File: src/rtl/crypto_itf_ctrl_pkg.sv
// crypto_itf_pkg
// Shared definitions for the crypto core register interface:
//   - state_t       : controller FSM states
//   - CTRL_* / STAT_* : bit positions inside the CTRL and STATUS words
//   - *_addr()      : word addresses of the control registers, derived from
//                     the sizes of the input and output banks
package crypto_itf_pkg;

   typedef enum logic [1:0] {
      ST_IDLE = 2'd0,
      ST_BUSY = 2'd1,
      ST_DONE = 2'd2
   } state_t;

   localparam int CTRL_START   = 0;
   localparam int CTRL_SOFT_RST = 1;
   localparam int CTRL_IRQ_EN  = 2;
   localparam int CTRL_CLR     = 3;

   localparam int STAT_BUSY    = 0;
   localparam int STAT_DONE    = 1;
   localparam int STAT_ERR     = 2;
   localparam int STAT_TIMEOUT = 3;

   // The output bank sits directly after the input bank.
   function automatic int out_base_addr(input int in_reg);
      return in_reg;
   endfunction

   function automatic int ctrl_addr(input int in_reg, input int out_reg);
      return in_reg + out_reg;
   endfunction

   function automatic int status_addr(input int in_reg, input int out_reg);
      return in_reg + out_reg + 1;
   endfunction

   function automatic int cycles_addr(input int in_reg, input int out_reg);
      return in_reg + out_reg + 2;
   endfunction

endpackage

File: src/rtl/crypto_itf_ctrl_if.sv
// crypto_itf_ctrl_if
// Host-side register bus: one word write or read per cycle.
//   we, re, addr, wdata : driven by the host (master)
//   rdata, rvalid       : driven by the register block (slave), one cycle
//                         after re
interface crypto_itf_ctrl_if #(
   parameter int WIDTH = 64,
   parameter int AW    = 8
) ();

   logic             we;
   logic             re;
   logic [AW-1:0]    addr;
   logic [WIDTH-1:0] wdata;
   logic [WIDTH-1:0] rdata;
   logic             rvalid;

   modport master (
      output we, re, addr, wdata,
      input  rdata, rvalid
   );

   modport slave (
      input  we, re, addr, wdata,
      output rdata, rvalid
   );

endinterface

File: src/rtl/crypto_itf_ctrl_regbank.sv
// itf_regbank
// Bank of N_REG words of WIDTH bits.
//   clk, rst_n : clock, asynchronous active-low reset (bank cleared)
//   clr        : synchronous clear of the whole bank (highest priority)
//   load       : parallel load of the whole bank from load_data
//   we/widx/wdata : single-word write, word widx
//   q          : bank contents, word k at bits [k*WIDTH +: WIDTH]
module itf_regbank #(
   parameter int N_REG = 7,
   parameter int WIDTH = 64
) (
   input  logic                       clk,
   input  logic                       rst_n,
   input  logic                       clr,
   input  logic                       we,
   input  logic [$clog2(N_REG+1)-1:0] widx,
   input  logic [WIDTH-1:0]           wdata,
   input  logic                       load,
   input  logic [N_REG*WIDTH-1:0]     load_data,
   output logic [N_REG*WIDTH-1:0]     q
);

   localparam int IW = $clog2(N_REG + 1);

   // Priority clear > load > word write; an index beyond N_REG-1 writes nothing.
   always_ff @(posedge clk or negedge rst_n) begin
      if (!rst_n) begin
         q <= '0;
      end else if (clr) begin
         q <= '0;
      end else if (load) begin
         q <= load_data;
      end else if (we) begin
         for (int k = 0; k < N_REG; k++) begin
            if (widx == IW'(k)) begin
               q[k*WIDTH +: WIDTH] <= wdata;
            end
         end
      end
   end

endmodule

File: src/rtl/crypto_itf_ctrl.sv
// crypto_itf_ctrl
// Register interface between the host bus and a single-shot crypto core.
//   clk, i_rst : clock, asynchronous active-low reset
//   bus        : host register bus (we/re/addr/wdata in, rdata/rvalid out)
//   irq        : level interrupt, irq_en & (done | err | timeout)
//   core_rst   : active-high core reset, low only while a run is in progress
//   core_din   : input bank presented to the core
//   core_dout  : core result, captured when core_valid is seen in BUSY
//   core_valid : core result valid
module crypto_itf_ctrl
   import crypto_itf_pkg::*;
#(
   parameter int WIDTH   = 64,
   parameter int IN_REG  = 7,
   parameter int OUT_REG = 2,
   parameter int AW      = 8,
   parameter int TIMEOUT = 4096
) (
   input  logic                      clk,
   input  logic                      i_rst,
   crypto_itf_ctrl_if.slave          bus,
   output logic                      irq,
   output logic                      core_rst,
   output logic [IN_REG*WIDTH-1:0]   core_din,
   input  logic [OUT_REG*WIDTH-1:0]  core_dout,
   input  logic                      core_valid
);

   localparam int IN_IW  = $clog2(IN_REG + 1);
   localparam int OUT_IW = $clog2(OUT_REG + 1);

   localparam logic [AW-1:0] OUT_BASE    = AW'(out_base_addr(IN_REG));
   localparam logic [AW-1:0] CTRL_ADDR   = AW'(ctrl_addr(IN_REG, OUT_REG));
   localparam logic [AW-1:0] STATUS_ADDR = AW'(status_addr(IN_REG, OUT_REG));
   localparam logic [AW-1:0] CYCLES_ADDR = AW'(cycles_addr(IN_REG, OUT_REG));
   localparam logic [WIDTH-1:0] TIMEOUT_W = WIDTH'(TIMEOUT);

   state_t                   state, state_next;
   logic                     done, done_next;
   logic                     err, err_next;
   logic                     tmo, tmo_next;
   logic                     irq_en, irq_en_next;
   logic [WIDTH-1:0]         cycles, cycles_next, cycles_inc;
   logic                     ctrl_wr, in_hit;
   logic                     in_we, in_clr, out_load;
   logic [IN_IW-1:0]         in_idx;
   logic [OUT_REG*WIDTH-1:0] out_q;
   logic [WIDTH-1:0]         rd_word, status_word;
   logic [WIDTH-1:0]         rdata_q;
   logic                     rvalid_q;

   assign ctrl_wr    = bus.we && (bus.addr == CTRL_ADDR);
   assign in_hit     = bus.addr < AW'(IN_REG);
   assign in_idx     = IN_IW'(bus.addr);
   assign cycles_inc = (&cycles) ? cycles : cycles + WIDTH'(1);

   // Next-state and flag logic. Events are layered so that later steps win:
   // clr first, then run progress and bus errors set flags, a start may
   // launch a new run, and soft_rst finally overrides everything.
   always_comb begin
      state_next  = state;
      done_next   = done;
      err_next    = err;
      tmo_next    = tmo;
      irq_en_next = irq_en;
      cycles_next = cycles;
      in_we       = 1'b0;
      in_clr      = 1'b0;
      out_load    = 1'b0;

      if (ctrl_wr) begin
         irq_en_next = bus.wdata[CTRL_IRQ_EN];
         if (bus.wdata[CTRL_CLR]) begin
            done_next = 1'b0;
            err_next  = 1'b0;
            tmo_next  = 1'b0;
         end
      end

      if (state == ST_BUSY) begin
         cycles_next = cycles_inc;
         if (core_valid) begin
            out_load   = 1'b1;
            done_next  = 1'b1;
            state_next = ST_DONE;
         end else if (cycles_inc == TIMEOUT_W) begin
            tmo_next   = 1'b1;
            state_next = ST_DONE;
         end
      end

      // The input bank stays frozen while the core is consuming it.
      if (bus.we && in_hit) begin
         if (state == ST_BUSY) begin
            err_next = 1'b1;
         end else begin
            in_we = 1'b1;
         end
      end

      if (ctrl_wr && bus.wdata[CTRL_START]) begin
         if (state == ST_BUSY) begin
            err_next = 1'b1;
         end else begin
            state_next  = ST_BUSY;
            cycles_next = '0;
            done_next   = 1'b0;
            tmo_next    = 1'b0;
         end
      end

      // irq_en and the output bank deliberately survive a soft reset.
      if (ctrl_wr && bus.wdata[CTRL_SOFT_RST]) begin
         state_next  = ST_IDLE;
         irq_en_next = irq_en;
         cycles_next = cycles;
         done_next   = 1'b0;
         err_next    = 1'b0;
         tmo_next    = 1'b0;
         in_clr      = 1'b1;
         out_load    = 1'b0;
      end
   end

   // Controller state, flags and the busy-cycle counter.
   always_ff @(posedge clk or negedge i_rst) begin
      if (!i_rst) begin
         state  <= ST_IDLE;
         done   <= 1'b0;
         err    <= 1'b0;
         tmo    <= 1'b0;
         irq_en <= 1'b0;
         cycles <= '0;
      end else begin
         state  <= state_next;
         done   <= done_next;
         err    <= err_next;
         tmo    <= tmo_next;
         irq_en <= irq_en_next;
         cycles <= cycles_next;
      end
   end

   itf_regbank #(
      .N_REG (IN_REG),
      .WIDTH (WIDTH)
   ) u_in_bank (
      .clk       (clk),
      .rst_n     (i_rst),
      .clr       (in_clr),
      .we        (in_we),
      .widx      (in_idx),
      .wdata     (bus.wdata),
      .load      (1'b0),
      .load_data ('0),
      .q         (core_din)
   );

   itf_regbank #(
      .N_REG (OUT_REG),
      .WIDTH (WIDTH)
   ) u_out_bank (
      .clk       (clk),
      .rst_n     (i_rst),
      .clr       (1'b0),
      .we        (1'b0),
      .widx      ({OUT_IW{1'b0}}),
      .wdata     ('0),
      .load      (out_load),
      .load_data (core_dout),
      .q         (out_q)
   );

   // Read decode; CTRL and unmapped addresses fall through to zero.
   always_comb begin
      status_word               = '0;
      status_word[STAT_BUSY]    = (state == ST_BUSY);
      status_word[STAT_DONE]    = done;
      status_word[STAT_ERR]     = err;
      status_word[STAT_TIMEOUT] = tmo;

      rd_word = '0;
      for (int k = 0; k < IN_REG; k++) begin
         if (bus.addr == AW'(k)) begin
            rd_word = core_din[k*WIDTH +: WIDTH];
         end
      end
      for (int k = 0; k < OUT_REG; k++) begin
         if (bus.addr == OUT_BASE + AW'(k)) begin
            rd_word = out_q[k*WIDTH +: WIDTH];
         end
      end
      if (bus.addr == STATUS_ADDR) begin
         rd_word = status_word;
      end
      if (bus.addr == CYCLES_ADDR) begin
         rd_word = cycles;
      end
   end

   // Registered read port; rdata holds until the next read.
   always_ff @(posedge clk or negedge i_rst) begin
      if (!i_rst) begin
         rdata_q  <= '0;
         rvalid_q <= 1'b0;
      end else begin
         rvalid_q <= bus.re;
         if (bus.re) begin
            rdata_q <= rd_word;
         end
      end
   end

   assign bus.rdata  = rdata_q;
   assign bus.rvalid = rvalid_q;
   assign core_rst   = (state != ST_BUSY);
   assign irq        = irq_en & (done | err | tmo);

endmodule
File: src/flat_wrapper.sv
// flat-port wrapper written by rule: the top's interface ports become plain ports
module crypto_itf_ctrl_flat import crypto_itf_pkg::*;
#(
   parameter int WIDTH   = 64,
   parameter int IN_REG  = 7,
   parameter int OUT_REG = 2,
   parameter int AW      = 8,
   parameter int TIMEOUT = 4096
)
  (clk, i_rst, irq, core_rst, core_din, core_dout, core_valid, bus_we, bus_re, bus_addr, bus_wdata, bus_rdata, bus_rvalid);
  crypto_itf_ctrl_if #(.WIDTH(WIDTH), .AW(AW)) bus_i ();
  input  logic clk;
  input  logic i_rst;
  output logic irq;
  output logic core_rst;
  output logic [IN_REG*WIDTH-1:0] core_din;
  input  logic [OUT_REG*WIDTH-1:0] core_dout;
  input  logic core_valid;
  input wire logic [$bits(bus_i.we)-1:0] bus_we;
  input wire logic [$bits(bus_i.re)-1:0] bus_re;
  input wire logic [$bits(bus_i.addr)-1:0] bus_addr;
  input wire logic [$bits(bus_i.wdata)-1:0] bus_wdata;
  output wire logic [$bits(bus_i.rdata)-1:0] bus_rdata;
  output wire logic [$bits(bus_i.rvalid)-1:0] bus_rvalid;
  assign bus_i.we = bus_we;
  assign bus_i.re = bus_re;
  assign bus_i.addr = bus_addr;
  assign bus_i.wdata = bus_wdata;
  assign bus_rdata = bus_i.rdata;
  assign bus_rvalid = bus_i.rvalid;
  crypto_itf_ctrl #(.WIDTH(WIDTH), .IN_REG(IN_REG), .OUT_REG(OUT_REG), .AW(AW), .TIMEOUT(TIMEOUT)) u_core (.clk(clk), .i_rst(i_rst), .bus(bus_i), .irq(irq), .core_rst(core_rst), .core_din(core_din), .core_dout(core_dout), .core_valid(core_valid));
endmodule
File: config.mk
export PLATFORM = sky130hd
export DESIGN_NAME = crypto_itf_ctrl_flat
export DESIGN_NICKNAME = d
export VERILOG_FILES = /design/src/rtl/crypto_itf_ctrl_pkg.sv /design/src/rtl/crypto_itf_ctrl_if.sv /design/src/rtl/crypto_itf_ctrl_regbank.sv /design/src/rtl/crypto_itf_ctrl.sv /design/src/flat_wrapper.sv
export SDC_FILE = /design/constraint.sdc
export NUM_CORES = 1
export LEC_CHECK = 0
export CORE_ASPECT_RATIO = 0.6
export CORE_MARGIN = 5
export CORE_UTILIZATION = 46
export CTS_BUF_LIST = sky130_fd_sc_hd__clkbuf_16
export CTS_CLUSTER_SIZE = 25
export DETAILED_ROUTE_END_ITERATION = 8
export PLACE_DENSITY_LB_ADDON = 0.08
export RECOVER_POWER = 100
export SETUP_SLACK_MARGIN = 0.3
export SLEW_MARGIN = 25
export SYNTH_ARGS = -nofsm -noshare
export SYNTH_HDL_FRONTEND = slang
export SYNTH_SLANG_ARGS = --single-unit
File: constraint.sdc
create_clock -name clk -period 9.35 [get_ports clk]
set_clock_uncertainty 0.1 [all_clocks]
set_input_delay 2.805 -clock clk [delete_from_list [all_inputs] [get_ports clk]]
set_output_delay 2.805 -clock clk [all_outputs]
set_load 0.01 [all_outputs]
==> results of run 1 <==
sequential cells by signal, indices dropped and copies added, names as in the netlist:
| name | flops |
|---|---|
| u_core.done | 1 |
| u_core.u_in_bank.q | 448 |
| u_core.bus.rvalid | 1 |
| u_core.irq_en | 1 |
| u_core.cycles | 64 |
| u_core.bus.rdata | 64 |
| u_core.state | 2 |
| u_core.u_out_bank.q | 128 |
| u_core.tmo | 1 |
| u_core.err | 1 |
through the flow:
| step | hold slack (ps) | area, µm² | setup WS, ps |
|---|---|---|---|
| 4_1_cts | 403 | 42800 | 2490 |
| 3_3_place_gp | 377 | 40600 | 1980 |
| 2_1_floorplan | 380 | 32800 | 4180 |
| 5_1_grt | 412 | 42700 | 1100 |
| 6_report | 396 | 42700 | 1250 |
| 3_5_place_dp | 386 | 40600 | 1820 |
critical path, delay by kind of cell:
family	cells	cell delay, ps
and+or+nand+nor	6	2140
AOI/OAI and AO/OA	1	150
buffers and inverters	3	3420
worst max path at each step:
stage	startpoint	to	slack (ps)	cells after the start
6_report	bus_addr[2]	u_core.cycles[34]	1250	10
4_1_cts	bus_addr[2]	u_core.u_in_bank.q[47]	2490	9
2_1_floorplan	bus_addr[0]	u_core.bus.rdata[3]	4180	10
5_1_grt	bus_addr[2]	u_core.u_in_bank.q[244]	1100	9
3_5_place_dp	bus_addr[2]	u_core.u_in_bank.q[47]	1820	9
3_3_place_gp	bus_addr[2]	u_core.u_in_bank.q[62]	1980	9
routing by layer:
metal	part of all wire	vias up
met5	0.000094	-
met4	0.055	2
met3	0.091	259
met2	0.43	1443
met1	0.42	14800
li1	-	13400
report_power, final:
part | leakage [nW] | switching (W) | internal, W | total [W]
registers | 9.78 | 0.000147 | 0.00324 | 0.00339
logic | 8.98 | 0.000436 | 0.000358 | 0.000793
clock network | 1.10 | 0.00126 | 0.00152 | 0.00277
logic make-up after synthesis:
kind of cell	synth area share
AOI/OAI and AO/OA	0.197
muxes	0.0730
and+or+nand+nor	0.145
xor gates and xnor gates	0.00507
adders and majority gates	0.000381
buffers and inverters	0.0377
DFF	0.542
layout by cell type, fill, tap and decap left out, drive strengths merged, types with 85 or more instances in the layout:
master / instances
nor2: 101
clkbuf: 85
nand2: 685
mux2: 133
dlygate4sd3: 517
dfrtp: 711
a21oi: 100
clkdlybuf4s50: 198
o21ai: 638
a22oi: 109
final cells by class:
class	count	area share
Clock buffer	71	0.0416
Timing Repair Buffer	771	0.177
Clock inverter	51	0.00877
Tap cell	924	0.0271
Inverter	20	0.00176
Multi-Input combinational cell	2380	0.327
Sequential cell	711	0.417
Antenna cell	3	0.000176
==> results.json, run 1 <==
{
  "synthArstFlopShare": 1.00,
  "outcome": "finished with violations",
  "hold_viol": 0,
  "ir_drop_mv": 0.114,
  "ys_ff_latch": 711,
  "rsz0062_at_grt": "false",
  "yosysTopAreaCellShare": 0.542,
  "fin_crit_sh": 0.867,
  "yosys.area.top_type": "dfrtp_1",
  "drtAntennaViolNets": 0,
  "power.leakage_nw": 19.9,
  "dp_cells": 4804,
  "finalSetupTns_ps": 0,
  "io_pins": 720,
  "rrSetupSlack_ps": 4380,
  "startpoint_type": "input port",
  "cts_root_buf": "clkbuf_16",
  "synthesis.nets": 3604,
  "gr-usage-met2": 0.526,
  "slew_viol_final": 974,
  "core_area_mm2": 0.0703,
  "drc": 0,
  "grt-busiest-layer": "met2",
  "drive_gt1_frac": 0.0809,
  "vias": 29800,
  "hold_path_end": "u_core.u_in_bank.q[227]",
  "max_stage_delay_ps": 2010,
  "clk_latency_ps": 650,
  "areaGrowthSynthToFinish_pct": 30.0,
  "synth_cell_types": 78,
  "hold_path_class": "reg2reg",
  "period_needed_ps": 8100,
  "final_util": 0.607,
  "ff_latch_area_mm2": 0.0178,
  "grt_pass1_vias": 28400,
  "crit_path_end_kind": "flop",
  "rows": 75,
  "crit_path_cell_trace": "dlygate4sd3_1 > clkinv_1 > and3_1 > and3_1 > and2_0 > nor2_2 > clkbuf_1 > nand2_1 > or4_1 > o21ai_0",
  "die_x_um": 355,
  "cts_tree": "built",
  "yosys_warnings": 0,
  "path_max_fanout": 46,
  "synth_edf_count": 0,
  "clock.fmax_mhz": 123,
  "yosysMostFrequentCell": "dfrtp_1",
  "fin_cells": 4931,
  "synth_area_leaders": "dfrtp_1, o21ai_0, nand2_1, mux2_2, clkbuf_1",
  "setup_viol": 0,
  "cts_sinks": 711,
  "place.gp.congestion": 1.00,
  "place_hpwl_mm": 101,
  "routed_wl_mm": 139,
  "worstHoldStart": "u_core.u_in_bank.q[227]",
  "synth_ff_type": "dfrtp_1",
  "multiInputGateArea_mm2": 0.0139,
  "path_class": "in2reg",
  "cts_resized": 0,
  "synth-seq-area-share": 0.542,
  "tightestPinTransition_ps": 3930,
  "cts_buffers": 68,
  "critPathSlowestCell": "clkbuf_1",
  "clkSlewWorstSetupHoldPaths_ps": 60,
  "slew_headroom": -1.62,
  "hold_buffers": 0,
  "ff2ff_path_depth": 7,
  "grt_usage": 0.354,
  "initial_utilization": 0.467,
  "p_per_area_mw_per_mm2": 163,
  "met1_usage": 0.492,
  "required_ps": 9800,
  "ys_top_cells_by_count": "dfrtp_1, nand2_1, o21ai_0",
  "r2r_start": "u_core.state[1]",
  "grt_pass1_wl_mm": 203,
  "violations": "capacitance limit, slew limit",
  "syn_area_mm2": 0.0328,
  "power_w": 0.00696,
  "drv_cap": 12,
  "min_path_cells": 2,
  "cts_htree_levels": 3,
  "syn_avg_cell_area_um2": 9.66,
  "first_pass_iters": 5,
  "cpMostUsedCell": "and3_1",
  "fillers": 6188,
  "drtIter0Drc": 3240,
  "grt_antenna_before_repair": 6,
  "clockBufferDepth": 3,
  "syn_inst": 3398,
  "die_h_um": 217,
  "numPortBuffers": 719,
  "wl_per_cell_um": 28.2,
  "grt_overflow_total": 0,
  "nNetsFinal": 4158,
  "use_met3": 0.0864,
  "r2r-end": "u_core.cycles[34]",
  "vias_per_cell": 6.05,
  "post-cts-setup-buffers": 0,
  "critPathArrivalTime_ps": 8550,
  "grt_max_degree": 154,
  "dieArea_mm2": 0.0770
}
(Power assumes the default switching activity.)
==> inputs of run 2 (changes only) <==
--- a/config.mk
+++ b/config.mk
@@ -12,9 +12,9 @@
 export CTS_CLUSTER_SIZE = 25
 export DETAILED_ROUTE_END_ITERATION = 8
 export PLACE_DENSITY_LB_ADDON = 0.08
-export RECOVER_POWER = 100
 export SETUP_SLACK_MARGIN = 0.3
-export SLEW_MARGIN = 25
+export SLEW_MARGIN = 0
 export SYNTH_ARGS = -nofsm -noshare
 export SYNTH_HDL_FRONTEND = slang
 export SYNTH_SLANG_ARGS = --single-unit
+export TNS_END_PERCENT = 20
==> run 2 against run 1 <==
  * The flow now finishes without violations
  * Maximum frequency up 17%
  * Register-to-register slack hardly changed
  * Combinational power is 7.3% higher
  * Via count rose by 0.27%
  * Largest power group unchanged
==> results.json, run 2 (synthesized netlist as in run 1, its figures left out) <==
{
  "path_class": "in2reg",
  "path_buf_inv": 4,
  "hold_path_class": "reg2reg",
  "fin_ws_ps": 2400,
  "initial_utilization": 0.467,
  "hold_viol": 0,
  "clkSlewWorstSetupHoldPaths_ps": 70,
  "clock.fmax_mhz": 144,
  "wl_per_cell_um": 28.3,
  "tightestPinTransition_ps": 1220,
  "critPathTopFamily": "buffers and inverters",
  "rsz0062_at_grt": "false",
  "drc": 0,
  "clockBufferDepth": 3,
  "ir_drop_mv": 0.115,
  "dpl_worst_slack_ps": 1820,
  "routed_wl_mm": 139,
  "cts_resized": 0,
  "cts_tree": "built",
  "min_path_cells": 2,
  "ff_latch_area_mm2": 0.0178,
  "fin_crit_sh": 0.743,
  "grt_antenna_before_repair": 4,
  "worstHoldStart": "u_core.u_in_bank.q[411]",
  "setup_viol": 0,
  "fillers": 6172,
  "grt_overflow_total": 0,
  "final_cell_mix": "clkdlybuf4s50_1, dfrtp_1, nand2_1",
  "final_common_cell": "clkdlybuf4s50_1",
  "period_needed_ps": 6950,
  "largest_register": "u_core.u_in_bank.q",
  "outcome": "completed",
  "nNetsFinal": 4156,
  "reg.largest.list": "u_core.u_in_bank.q: 448 flops, u_core.u_out_bank.q: 128 flops",
  "slew_viol_final": 0,
  "largest_reg_flops": 448,
  "finalSetupTns_ps": 0,
  "startpoint_type": "input port",
  "fin_area_mm2": 0.0428,
  "dieArea_mm2": 0.0770,
  "max_stage_delay_ps": 860,
  "power.leakage_nw": 18.3,
  "ff2ff_path_depth": 8,
  "crit_path_cell_trace": "clkdlybuf4s50_1 > clkinv_1 > and3_1 > and3_1 > and2_1 > buf_4 > a21oi_4 > buf_4 > o21ai_0",
  "vias": 29900,
  "fin_cells": 4929,
  "drv_cap": 0,
  "dp_cells": 4804,
  "rows": 75,
  "drtIter0Drc": 3373,
  "cts_htree_levels": 3,
  "io_pins": 720,
  "slew_headroom": 0.179,
  "numPortBuffers": 719,
  "cts_root_buf": "clkbuf_16",
  "path_max_fanout": 84,
  "post-cts-setup-buffers": 0,
  "place.gp.congestion": 1.00,
  "first_pass_iters": 5,
  "cts_sinks": 711,
  "hold_slack_ps": 400,
  "critPathSlowestCell": "clkdlybuf4s50_1",
  "place_hpwl_mm": 101,
  "hold_path_end": "u_core.u_in_bank.q[411]",
  "areaGrowthSynthToFinish_pct": 30.3,
  "r2r-end": "u_core.state[0]",
  "grt_max_degree": 154,
  "critPathArrivalTime_ps": 7320,
  "crit_path_end_kind": "flop",
  "grt_pass1_wl_mm": 203,
  "multiInputGateArea_mm2": 0.0140,
  "placed_cell_area_mm2": 0.0406,
  "clk_latency_ps": 650,
  "grt_usage": 0.354,
  "r2r_start": "u_core.cycles[6]",
  "core_area_mm2": 0.0703,
  "rrSetupSlack_ps": 4370,
  "vias_per_cell": 6.07,
  "die_x_um": 355,
  "grt_pass1_vias": 28400,
  "drive_gt1_frac": 0.0837,
  "hold_buffers": 0,
  "p_per_area_mw_per_mm2": 164,
  "drtAntennaViolNets": 0,
  "die_h_um": 217,
  "required_ps": 9720,
  "cts_buffers": 68
}
run 2: cell count changes in the layout (fill, tap and decap cells not counted), sizes merged:
| cell | previous run | this run |
|---|---|---|
| clkdlybuf4s50 | 198 | 715 |
| dlygate4sd3 | 517 | 0 |
| clkbuf | 85 | 71 |
| buf | 42 | 54 |
run 2: where the power goes:
part           leakage (nW)  internal, W  switching (W)
clock network          1.10      0.00152        0.00126
logic                  7.40     0.000414       0.000437
registers              9.78      0.00324       0.000154
total                  18.3      0.00517        0.00185
run 2: area by class of cell:
cell class | count | area share
diodes | 3 | 0.000175
clock buffers | 71 | 0.0415
clock inverters | 51 | 0.00874
inverters | 20 | 0.00175
multi-input cells | 2380 | 0.327
flip-flops and latches | 711 | 0.416
well taps | 924 | 0.0270
repair buffers | 769 | 0.178
run 2: how the worst max path moves through the flow:
stage	startpoint	end	slack, ps	cells past startpoint
2_1_floorplan	bus_addr[0]	u_core.bus.rdata[3]	4180	10
3_5_place_dp	bus_addr[2]	u_core.u_in_bank.q[47]	1820	9
6_report	bus_addr[2]	u_core.u_in_bank.q[47]	2400	9
3_3_place_gp	bus_addr[2]	u_core.u_in_bank.q[62]	1980	9
5_1_grt	bus_addr[2]	u_core.u_in_bank.q[47]	2110	9
4_1_cts	bus_addr[2]	u_core.u_in_bank.q[47]	2490	9
run 2: per-stage QoR:
step	utilization	total power, W
floorplan	-	0.00368
global placement	0.578	0.00429
detailed placement	0.578	0.00430
CTS	0.609	0.00705
global route	0.609	0.00726
finish	0.609	0.00702
run 2: worst reg2reg max path: stages (launching register included):
cell	delay (ps)
dfrtp_1	530
nand4_1	280
nor3_1	1040
nand2_1	690
o31ai_1	850
o221ai_1	310
nor4_1	580
nand4_1	250
and3_1	250
run 2: routing by layer:
metal / up-vias / routed length [µm] / track usage
li1: 13300 / - / -
met1: 14900 / 58400 / 0.492
met2: 1437 / 60500 / 0.526
met3: 247 / 12900 / 0.0864
met4: 2 / 7510 / 0.165
met5: - / 13 / 0
